### config.mk
export PLATFORM = sky130hd
export DESIGN_NAME = decode_stage_flat
export DESIGN_NICKNAME = d
export VERILOG_FILES = /design/src/rtl/pipe_pkg.sv /design/src/rtl/decode_stage_if.sv /design/src/rtl/decode_stage_reg_file.sv /design/src/rtl/decode_stage.sv /design/src/flat_wrapper.sv
export SDC_FILE = /design/constraint.sdc
export NUM_CORES = 2
export LEC_CHECK = 0
export BUFFER_PORTS_ARGS = -buffer_cell sky130_fd_sc_hd__clkbuf_2
export CAP_MARGIN = 20
export CELL_PAD_IN_SITES_DETAIL_PLACEMENT = 0
export CELL_PAD_IN_SITES_GLOBAL_PLACEMENT = 1
export CORE_MARGIN = 10
export CORE_UTILIZATION = 50
export DETAILED_ROUTE_END_ITERATION = 7
export PLACE_DENSITY = 0.83
export SLEW_MARGIN = 20
export SYNTH_ARGS = -nofsm -noshare
export SYNTH_HDL_FRONTEND = slang
export SYNTH_SLANG_ARGS = --single-unit
### constraint.sdc
create_clock -name clk -period 6.2 [get_ports clk]
set_input_delay 0.93 -clock clk [delete_from_list [all_inputs] [get_ports clk]]
set_output_delay 0.93 -clock clk [all_outputs]
set_load 0.01 [all_outputs]
### src/rtl/pipe_pkg.sv
// Shared pipeline definitions: opcodes, instruction field positions and control bundle.
// Used by the fetch, decode and execute stages.
package pipe_pkg;

  localparam int DATA_W = 32;
  localparam int REG_N  = 32;
  localparam int REG_AW = 5;
  localparam int IR_W   = 32;

  localparam logic [31:0] NOP_IR = 32'h0000_0000;

  localparam logic [5:0] OP_RTYPE = 6'b000000;
  localparam logic [5:0] OP_ADDI  = 6'b001000;
  localparam logic [5:0] OP_LW    = 6'b100011;
  localparam logic [5:0] OP_SW    = 6'b101011;
  localparam logic [5:0] OP_BEQZ  = 6'b000100;

  localparam int OP_MSB  = 31;
  localparam int OP_LSB  = 26;
  localparam int RS_MSB  = 25;
  localparam int RS_LSB  = 21;
  localparam int RT_MSB  = 20;
  localparam int RT_LSB  = 16;
  localparam int RD_MSB  = 15;
  localparam int RD_LSB  = 11;
  localparam int IMM_MSB = 15;
  localparam int IMM_LSB = 0;
  localparam int IMM_W   = 16;

  localparam int CTRL_W = 4;

  typedef struct packed {
    logic reg_write;
    logic mem_read;
    logic mem_write;
    logic branch;
  } ctrl_t;

  localparam ctrl_t CTRL_NONE = 4'b0000;

  function automatic ctrl_t decode_ctrl(input logic [5:0] op);
    ctrl_t c;
    c = CTRL_NONE;
    case (op)
      OP_RTYPE: c.reg_write = 1'b1;
      OP_ADDI:  c.reg_write = 1'b1;
      OP_LW:    begin
        c.reg_write = 1'b1;
        c.mem_read  = 1'b1;
      end
      OP_SW:    c.mem_write = 1'b1;
      OP_BEQZ:  c.branch    = 1'b1;
      default:  c = CTRL_NONE;
    endcase
    return c;
  endfunction

  // rt is read as a hazard-relevant source only by R-type and stores.
  function automatic logic rt_is_hazard_src(input logic [5:0] op);
    return (op == OP_RTYPE) || (op == OP_SW);
  endfunction

  function automatic logic b_uses_rt(input logic [5:0] op);
    return (op == OP_RTYPE) || (op == OP_SW) || (op == OP_BEQZ);
  endfunction

endpackage

### src/rtl/decode_stage_if.sv
// IF/ID, MEM/WB and ID/EX signal bundle seen by the decode stage.
// slave = decode stage side, master = surrounding pipeline side.
interface decode_stage_if #(
  parameter int DATA_W = pipe_pkg::DATA_W
);

  logic [31:0]       IF_ID_IR;
  logic [DATA_W-1:0] IF_ID_NPC;
  logic              EX_MEM_Cond;
  logic              MEM_WB_RegWrite;
  logic [4:0]        MEM_WB_Rd;
  logic [DATA_W-1:0] MEM_WB_Data;

  logic              ID_stall;
  logic [31:0]       ID_EX_IR;
  logic [DATA_W-1:0] ID_EX_NPC;
  logic [DATA_W-1:0] ID_EX_A;
  logic [DATA_W-1:0] ID_EX_B;
  logic [DATA_W-1:0] ID_EX_Imm;
  logic [4:0]        ID_EX_Rd;
  logic              ID_EX_RegWrite;
  logic              ID_EX_MemRead;
  logic              ID_EX_MemWrite;
  logic              ID_EX_Branch;

  modport slave (
    input  IF_ID_IR, IF_ID_NPC, EX_MEM_Cond,
    input  MEM_WB_RegWrite, MEM_WB_Rd, MEM_WB_Data,
    output ID_stall,
    output ID_EX_IR, ID_EX_NPC, ID_EX_A, ID_EX_B, ID_EX_Imm, ID_EX_Rd,
    output ID_EX_RegWrite, ID_EX_MemRead, ID_EX_MemWrite, ID_EX_Branch
  );

  modport master (
    output IF_ID_IR, IF_ID_NPC, EX_MEM_Cond,
    output MEM_WB_RegWrite, MEM_WB_Rd, MEM_WB_Data,
    input  ID_stall,
    input  ID_EX_IR, ID_EX_NPC, ID_EX_A, ID_EX_B, ID_EX_Imm, ID_EX_Rd,
    input  ID_EX_RegWrite, ID_EX_MemRead, ID_EX_MemWrite, ID_EX_Branch
  );

endinterface

### src/rtl/decode_stage_reg_file.sv
// Architectural register file: two async read ports with write-through bypass,
// one synchronous write port, synchronous active-low clear, r0 hardwired to zero.
module reg_file
  import pipe_pkg::*;
#(
  parameter int DATA_W = pipe_pkg::DATA_W,
  parameter int REG_N  = pipe_pkg::REG_N,
  parameter int AW     = $clog2(REG_N)
) (
  input  logic              clk,
  input  logic              reset,
  input  logic              i_we,
  input  logic [AW-1:0]     i_wa,
  input  logic [DATA_W-1:0] i_wd,
  input  logic [AW-1:0]     i_ra1,
  input  logic [AW-1:0]     i_ra2,
  output logic [DATA_W-1:0] o_rd1,
  output logic [DATA_W-1:0] o_rd2
);

  logic [DATA_W-1:0] r_regs [REG_N];
  logic              w_wr_en;

  assign w_wr_en = i_we && (i_wa != {AW{1'b0}});

  // Storage: cleared on reset, written from WB otherwise.
  always_ff @(posedge clk) begin
    if (!reset) begin
      for (int i = 0; i < REG_N; i++) begin
        r_regs[i] <= {DATA_W{1'b0}};
      end
    end else if (w_wr_en) begin
      r_regs[i_wa] <= i_wd;
    end
  end

  // Read port 1; the bypass lets ID see a value WB writes at the same edge.
  always_comb begin
    if (i_ra1 == {AW{1'b0}}) begin
      o_rd1 = {DATA_W{1'b0}};
    end else if (w_wr_en && (i_wa == i_ra1)) begin
      o_rd1 = i_wd;
    end else begin
      o_rd1 = r_regs[i_ra1];
    end
  end

  // Read port 2, same structure as port 1.
  always_comb begin
    if (i_ra2 == {AW{1'b0}}) begin
      o_rd2 = {DATA_W{1'b0}};
    end else if (w_wr_en && (i_wa == i_ra2)) begin
      o_rd2 = i_wd;
    end else begin
      o_rd2 = r_regs[i_ra2];
    end
  end

endmodule

### src/rtl/decode_stage.sv
// ID stage: decodes IF/ID, reads operands, detects load-use hazards and
// writes the ID/EX latch, inserting a bubble on stall or taken-branch flush.
module decode_stage
  import pipe_pkg::*;
#(
  parameter int          DATA_W = pipe_pkg::DATA_W,
  parameter int          REG_N  = pipe_pkg::REG_N,
  parameter logic [31:0] NOP_IR = pipe_pkg::NOP_IR
) (
  input logic           clk,
  input logic           reset,
  decode_stage_if.slave bus
);

  logic [31:0]       w_ir;
  logic [5:0]        w_op;
  logic [4:0]        w_rs;
  logic [4:0]        w_rt;
  logic [4:0]        w_rd;
  logic [15:0]       w_imm;
  logic              w_is_nop;
  ctrl_t             w_ctrl;
  logic [4:0]        w_dest;
  logic [DATA_W-1:0] w_rs_val;
  logic [DATA_W-1:0] w_rt_val;
  logic [DATA_W-1:0] w_b_val;
  logic [DATA_W-1:0] w_imm_ext;
  logic              w_hazard;
  logic              w_bubble;

  logic [31:0]       r_ir;
  logic [DATA_W-1:0] r_npc;
  logic [DATA_W-1:0] r_a;
  logic [DATA_W-1:0] r_b;
  logic [DATA_W-1:0] r_imm;
  logic [4:0]        r_rd;
  ctrl_t             r_ctrl;

  assign w_ir     = bus.IF_ID_IR;
  assign w_op     = w_ir[OP_MSB:OP_LSB];
  assign w_rs     = w_ir[RS_MSB:RS_LSB];
  assign w_rt     = w_ir[RT_MSB:RT_LSB];
  assign w_rd     = w_ir[RD_MSB:RD_LSB];
  assign w_imm    = w_ir[IMM_MSB:IMM_LSB];
  assign w_is_nop = (w_ir == NOP_IR);

  reg_file #(
    .DATA_W (DATA_W),
    .REG_N  (REG_N)
  ) u_reg_file (
    .clk   (clk),
    .reset (reset),
    .i_we  (bus.MEM_WB_RegWrite),
    .i_wa  (bus.MEM_WB_Rd),
    .i_wd  (bus.MEM_WB_Data),
    .i_ra1 (w_rs),
    .i_ra2 (w_rt),
    .o_rd1 (w_rs_val),
    .o_rd2 (w_rt_val)
  );

  // Control and destination decode; the NOP encoding is a bubble, not an R-type.
  always_comb begin
    w_ctrl = CTRL_NONE;
    w_dest = 5'd0;
    if (w_is_nop) begin
      w_ctrl = CTRL_NONE;
      w_dest = 5'd0;
    end else begin
      w_ctrl = decode_ctrl(w_op);
      case (w_op)
        OP_RTYPE: w_dest = w_rd;
        OP_ADDI:  w_dest = w_rt;
        OP_LW:    w_dest = w_rt;
        default:  w_dest = 5'd0;
      endcase
    end
  end

  // Operand B and immediate extension.
  always_comb begin
    w_b_val   = {DATA_W{1'b0}};
    w_imm_ext = {{(DATA_W-IMM_W){w_imm[IMM_W-1]}}, w_imm};
    if (b_uses_rt(w_op)) begin
      w_b_val = w_rt_val;
    end else begin
      w_b_val = {DATA_W{1'b0}};
    end
  end

  // Load-use hazard against the load currently sitting in ID/EX.
  assign w_hazard = r_ctrl.mem_read && (r_rd != 5'd0) &&
                    ((r_rd == w_rs) || (rt_is_hazard_src(w_op) && (r_rd == w_rt)));

  // A taken branch flushes regardless; it also cancels the stall so fetch can redirect.
  assign w_bubble     = bus.EX_MEM_Cond || w_hazard;
  assign bus.ID_stall = w_hazard && !bus.EX_MEM_Cond;

  // ID/EX pipeline register.
  always_ff @(posedge clk) begin
    if (!reset) begin
      r_ir   <= NOP_IR;
      r_npc  <= {DATA_W{1'b0}};
      r_a    <= {DATA_W{1'b0}};
      r_b    <= {DATA_W{1'b0}};
      r_imm  <= {DATA_W{1'b0}};
      r_rd   <= 5'd0;
      r_ctrl <= CTRL_NONE;
    end else if (w_bubble) begin
      r_ir   <= NOP_IR;
      r_npc  <= {DATA_W{1'b0}};
      r_a    <= {DATA_W{1'b0}};
      r_b    <= {DATA_W{1'b0}};
      r_imm  <= {DATA_W{1'b0}};
      r_rd   <= 5'd0;
      r_ctrl <= CTRL_NONE;
    end else begin
      r_ir   <= w_ir;
      r_npc  <= bus.IF_ID_NPC;
      r_a    <= w_rs_val;
      r_b    <= w_b_val;
      r_imm  <= w_imm_ext;
      r_rd   <= w_dest;
      r_ctrl <= w_ctrl;
    end
  end

  assign bus.ID_EX_IR       = r_ir;
  assign bus.ID_EX_NPC      = r_npc;
  assign bus.ID_EX_A        = r_a;
  assign bus.ID_EX_B        = r_b;
  assign bus.ID_EX_Imm      = r_imm;
  assign bus.ID_EX_Rd       = r_rd;
  assign bus.ID_EX_RegWrite = r_ctrl.reg_write;
  assign bus.ID_EX_MemRead  = r_ctrl.mem_read;
  assign bus.ID_EX_MemWrite = r_ctrl.mem_write;
  assign bus.ID_EX_Branch   = r_ctrl.branch;

endmodule

### src/flat_wrapper.sv
// flat-port wrapper written by rule: the top's interface ports become plain ports
module decode_stage_flat import pipe_pkg::*;
#(
  parameter int          DATA_W = pipe_pkg::DATA_W,
  parameter int          REG_N  = pipe_pkg::REG_N,
  parameter logic [31:0] NOP_IR = pipe_pkg::NOP_IR
)
  (clk, reset, bus_IF_ID_IR, bus_IF_ID_NPC, bus_EX_MEM_Cond, bus_MEM_WB_RegWrite, bus_MEM_WB_Rd, bus_MEM_WB_Data, bus_ID_stall, bus_ID_EX_IR, bus_ID_EX_NPC, bus_ID_EX_A, bus_ID_EX_B, bus_ID_EX_Imm, bus_ID_EX_Rd, bus_ID_EX_RegWrite, bus_ID_EX_MemRead, bus_ID_EX_MemWrite, bus_ID_EX_Branch);
  decode_stage_if #(.DATA_W(DATA_W)) bus_i ();
  input logic clk;
  input logic reset;
  input wire logic [$bits(bus_i.IF_ID_IR)-1:0] bus_IF_ID_IR;
  input wire logic [$bits(bus_i.IF_ID_NPC)-1:0] bus_IF_ID_NPC;
  input wire logic [$bits(bus_i.EX_MEM_Cond)-1:0] bus_EX_MEM_Cond;
  input wire logic [$bits(bus_i.MEM_WB_RegWrite)-1:0] bus_MEM_WB_RegWrite;
  input wire logic [$bits(bus_i.MEM_WB_Rd)-1:0] bus_MEM_WB_Rd;
  input wire logic [$bits(bus_i.MEM_WB_Data)-1:0] bus_MEM_WB_Data;
  output wire logic [$bits(bus_i.ID_stall)-1:0] bus_ID_stall;
  output wire logic [$bits(bus_i.ID_EX_IR)-1:0] bus_ID_EX_IR;
  output wire logic [$bits(bus_i.ID_EX_NPC)-1:0] bus_ID_EX_NPC;
  output wire logic [$bits(bus_i.ID_EX_A)-1:0] bus_ID_EX_A;
  output wire logic [$bits(bus_i.ID_EX_B)-1:0] bus_ID_EX_B;
  output wire logic [$bits(bus_i.ID_EX_Imm)-1:0] bus_ID_EX_Imm;
  output wire logic [$bits(bus_i.ID_EX_Rd)-1:0] bus_ID_EX_Rd;
  output wire logic [$bits(bus_i.ID_EX_RegWrite)-1:0] bus_ID_EX_RegWrite;
  output wire logic [$bits(bus_i.ID_EX_MemRead)-1:0] bus_ID_EX_MemRead;
  output wire logic [$bits(bus_i.ID_EX_MemWrite)-1:0] bus_ID_EX_MemWrite;
  output wire logic [$bits(bus_i.ID_EX_Branch)-1:0] bus_ID_EX_Branch;
  assign bus_i.IF_ID_IR = bus_IF_ID_IR;
  assign bus_i.IF_ID_NPC = bus_IF_ID_NPC;
  assign bus_i.EX_MEM_Cond = bus_EX_MEM_Cond;
  assign bus_i.MEM_WB_RegWrite = bus_MEM_WB_RegWrite;
  assign bus_i.MEM_WB_Rd = bus_MEM_WB_Rd;
  assign bus_i.MEM_WB_Data = bus_MEM_WB_Data;
  assign bus_ID_stall = bus_i.ID_stall;
  assign bus_ID_EX_IR = bus_i.ID_EX_IR;
  assign bus_ID_EX_NPC = bus_i.ID_EX_NPC;
  assign bus_ID_EX_A = bus_i.ID_EX_A;
  assign bus_ID_EX_B = bus_i.ID_EX_B;
  assign bus_ID_EX_Imm = bus_i.ID_EX_Imm;
  assign bus_ID_EX_Rd = bus_i.ID_EX_Rd;
  assign bus_ID_EX_RegWrite = bus_i.ID_EX_RegWrite;
  assign bus_ID_EX_MemRead = bus_i.ID_EX_MemRead;
  assign bus_ID_EX_MemWrite = bus_i.ID_EX_MemWrite;
  assign bus_ID_EX_Branch = bus_i.ID_EX_Branch;
  decode_stage #(.DATA_W(DATA_W), .REG_N(REG_N), .NOP_IR(NOP_IR)) u_core (.clk(clk), .reset(reset), .bus(bus_i));
endmodule
==> results.cfg <==
[routing]
totalWireLength_mm = 209.7
via_count = 42800
first_iter_violations = 7401
wl_per_cell_um = 36.06
antenna_left = 0
drt-pass1-iter-count = 8
avgViaCountPerCell = 7.361
drc = 0

[power]
vdd_drop_max_mv = 0.2447
switching_share_pct = 25.21
combPwrFrac_pct = 11.4
p_clk_share_pct = 40.6
switchingPower_w = 0.004805
seq_power_share_pct = 48.0
powerDensity_nw_per_um2 = 295.9
power.static_leakage_nw = 21.04
p_int_w = 0.01426

[sta]
setup_tns_ns = 0
hold_violations = 0
worstMarginPinSlew_ns = 1.219
report.final.slew_viol_count = 0
max-slew-margin-rel_pct = 18.71
rsz0062_at_grt = no
max_freq_ghz = 0.2521
setup_viol = 0
setup_slack_ns = 2.233
finalCritPeriodShare_pct = 63.98
fin_crit_ns = 3.967
finalClockSkew_ns = 0.02226

[global_route]
grt.total_usage_pct = 31.24
grt_busiest_layer = met2
antenna_found_initial = 9
met1_usage_pct = 40.02
grtUsageMet2_pct = 46.88
met3_usage_pct = 10.33
grt_overflow = 0
grt_max_degree = 133
grt_pass1_wl_mm = 298.1
grt_pass1_vias = 41740

[worst_setup_path]
crit_buf_inv = 3
reg2reg_slack_ns = 3.19
crit_start = bus_IF_ID_IR[19]
r2r_end = u_core.bus.ID_EX_B[2]$_SDFF_PP0_
crit_top_cell = clkbuf_2
crit_end = bus_ID_stall
end_kind = output pin
worstPathMaxFanout = 68
rr_startpoint = u_core.bus.ID_EX_Rd[0]$_SDFF_PP0_
critPathRequiredTime_ns = 5.27
critPathTopFamily = buffers and inverters
worstSetupPathType = input port to output pin
max_stage_delay_ns = 0.36
crit_cells = 8
worst_path_max_delay_cell = clkbuf_2
crit_chain = clkbuf_2, xor2_1, or3_1, a211oi_2, o221ai_4, buf_4, nor2_1, clkbuf_2
rr_worst_depth = 6
start_kind = input port
critPathArrivalTime_ns = 3.04

[clock_tree]
cts_inserted_buffers = 119
post-cts-setup-buffer-count = 0
clk_latency_ns = 0.73
h-tree-depth = 3
path_clk_slew_ns = 0.06
cts-resized-gates = 0
cts_root_buf = clkbuf_16
hold_buffers = 0
numClockSinks = 1161
cts.path.max_buffers = 3
cts_tree = built

[yosys]
syn_avg_cell_area_um2 = 13.70
netlist_area_um2 = 57680
yosysSeqAreaShare_pct = 58.06
synthFlopType = edfxtp_1
syn_inst = 4212
synth_cell_types = 49
async_flop_share_pct = 0
ys_ff_latch = 1161
yosysWarnings = 0
synth_edf_count = 1024

[worst_hold_path]
min_path_type = input port to register

[placement]
place_hpwl_mm = 122.9
gp_congestion = 0.8924
io_buffers = 274
dp_slack_ns = 1.889

[floorplanning]
core_um2 = 114500
die_h_um = 359.7
die_x_um = 359.7
row_count = 124
ios = 275
die_area_um2 = 129400
start_util_pct = 50.38

[outcome]
status = finished, final reports clean

[final_layout]
nets = 4300
final_layout_size_suffix_gt1_share_pct = 26.06
syn2layout_area_growth_pct = 11.70
layout_commonest_cell = edfxtp_1
final_cell_mix = 1024 x edfxtp_1, 978 x nor3_1, 404 x mux4_2, 269 x clkbuf_2, 194 x o22ai_1

[flow_run]
maxCapViolations = 0
==> cells by family after synthesis <==
family,Yosys count,synth area share (%)
simple gates,1377,12.44
mux,593,19.12
compound gates,439,5.108
xor+xnor,20,0.3037
buf+inv,621,4.963
flops,1161,58.06
other cells,1,0.006501
==> metrics by stage <==
| stage | hold slack, ns | area, µm² | total power, W | instances | util (%) |
|---|---|---|---|---|---|
| floorplan | 0.6690 | 57800 | 0.01058 | 4243 | - |
| global placement | 0.8249 | 59980 | 0.01134 | 5574 | 52.38 |
| detailed placement | 0.8300 | 60100 | 0.01140 | 5579 | 52.49 |
| CTS | 0.4008 | 64290 | 0.01896 | 5806 | 56.15 |
| global route | 0.4343 | 64430 | 0.01943 | 5813 | 56.27 |
| finish | 0.4304 | 64430 | 0.01906 | 5815 | 56.27 |
==> worst min path at each step <==
stage                                                         startpoint  slack [ns]                                  end  depth (start not counted)
after floorplan                      u_core.bus.ID_EX_MemRead$_SDFF_PP0_        0.67    u_core.bus.ID_EX_B[18]$_SDFF_PP0_                          3
after global placement    u_core.u_reg_file.r_regs[17][27]$_SDFFCE_PN0P_        0.82    u_core.bus.ID_EX_A[27]$_SDFF_PP0_                          5
after detailed placement   u_core.u_reg_file.r_regs[31][6]$_SDFFCE_PN0P_        0.83     u_core.bus.ID_EX_A[6]$_SDFF_PP0_                          4
after CTS                                              bus_IF_ID_NPC[28]        0.40  u_core.bus.ID_EX_NPC[28]$_SDFF_PP0_                          2
after global routing                                   bus_IF_ID_NPC[12]        0.43  u_core.bus.ID_EX_NPC[12]$_SDFF_PP0_                          2
final                                                   bus_IF_ID_NPC[3]        0.43   u_core.bus.ID_EX_NPC[3]$_SDFF_PP0_                          2
==> state kept, by name, indices dropped and copies added (netlist names) <==
name	flops
u_core.bus.ID_EX_B	32
u_core.bus.ID_EX_IR	17
u_core.bus.ID_EX_Imm	15
u_core.bus.ID_EX_MemWrite	1
u_core.bus.ID_EX_MemRead	1
u_core.bus.ID_EX_Rd	5
u_core.bus.ID_EX_A	32
u_core.bus.ID_EX_Branch	1
u_core.u_reg_file.r_regs	1024
u_core.bus.ID_EX_NPC	32
u_core.bus.ID_EX_RegWrite	1
==> power groups by stage <==
| stage | combinational (W) | sequential (W) | clock (W) |
|---|---|---|---|
| floorplan | 0.00135 | 0.00923 | 0 |
| global placement | 0.00208 | 0.00926 | 0 |
| detailed placement | 0.00210 | 0.00929 | 0 |
| CTS | 0.00211 | 0.00913 | 0.00772 |
| global route | 0.00223 | 0.00918 | 0.00802 |
| finish | 0.00218 | 0.00915 | 0.00774 |
==> synthesized netlist by cell type (40+ instances only) <==
master | instances | area [µm²]
nor2_1 | 58 | 217.7
mux2i_1 | 157 | 1572
mux4_2 | 404 | 9099
buf_2 | 92 | 460.4
nor2b_1 | 41 | 256.5
and3_1 | 65 | 406.6
nor3_1 | 978 | 4895
dfxtp_1 | 137 | 2743
edfxtp_1 | 1024 | 30750
clkbuf_1 | 389 | 1460
nand2_1 | 44 | 165.2
nand3_1 | 41 | 205.2
buf_4 | 73 | 548.0
nor4_1 | 42 | 262.8
a21oi_1 | 40 | 200.2
o21ai_0 | 43 | 215.2
o22ai_1 | 194 | 1214
a211oi_1 | 67 | 503.0
a22oi_1 | 51 | 382.9
==> cell type report <==
type                            count  area, µm²
Antenna cell                        2      5.005
Multi-Input combinational cell   2461      21900
Inverter                           35      131.4
Clock buffer                      153       3339
Clock inverter                     74      849.6
Timing Repair Buffer              417       2823
Sequential cell                  1161      33490
Tap cell                         1512       1892
Fill cell                        9058      50070
==> routing by layer <==
metal,vias to the layer above,wire length [µm]
met5,-,57
met4,8,13180
li1,16760,-
met2,4046,92760
met1,21210,70450
met3,779,33240
No activity file was read; power rests on OpenSTA's default activity.
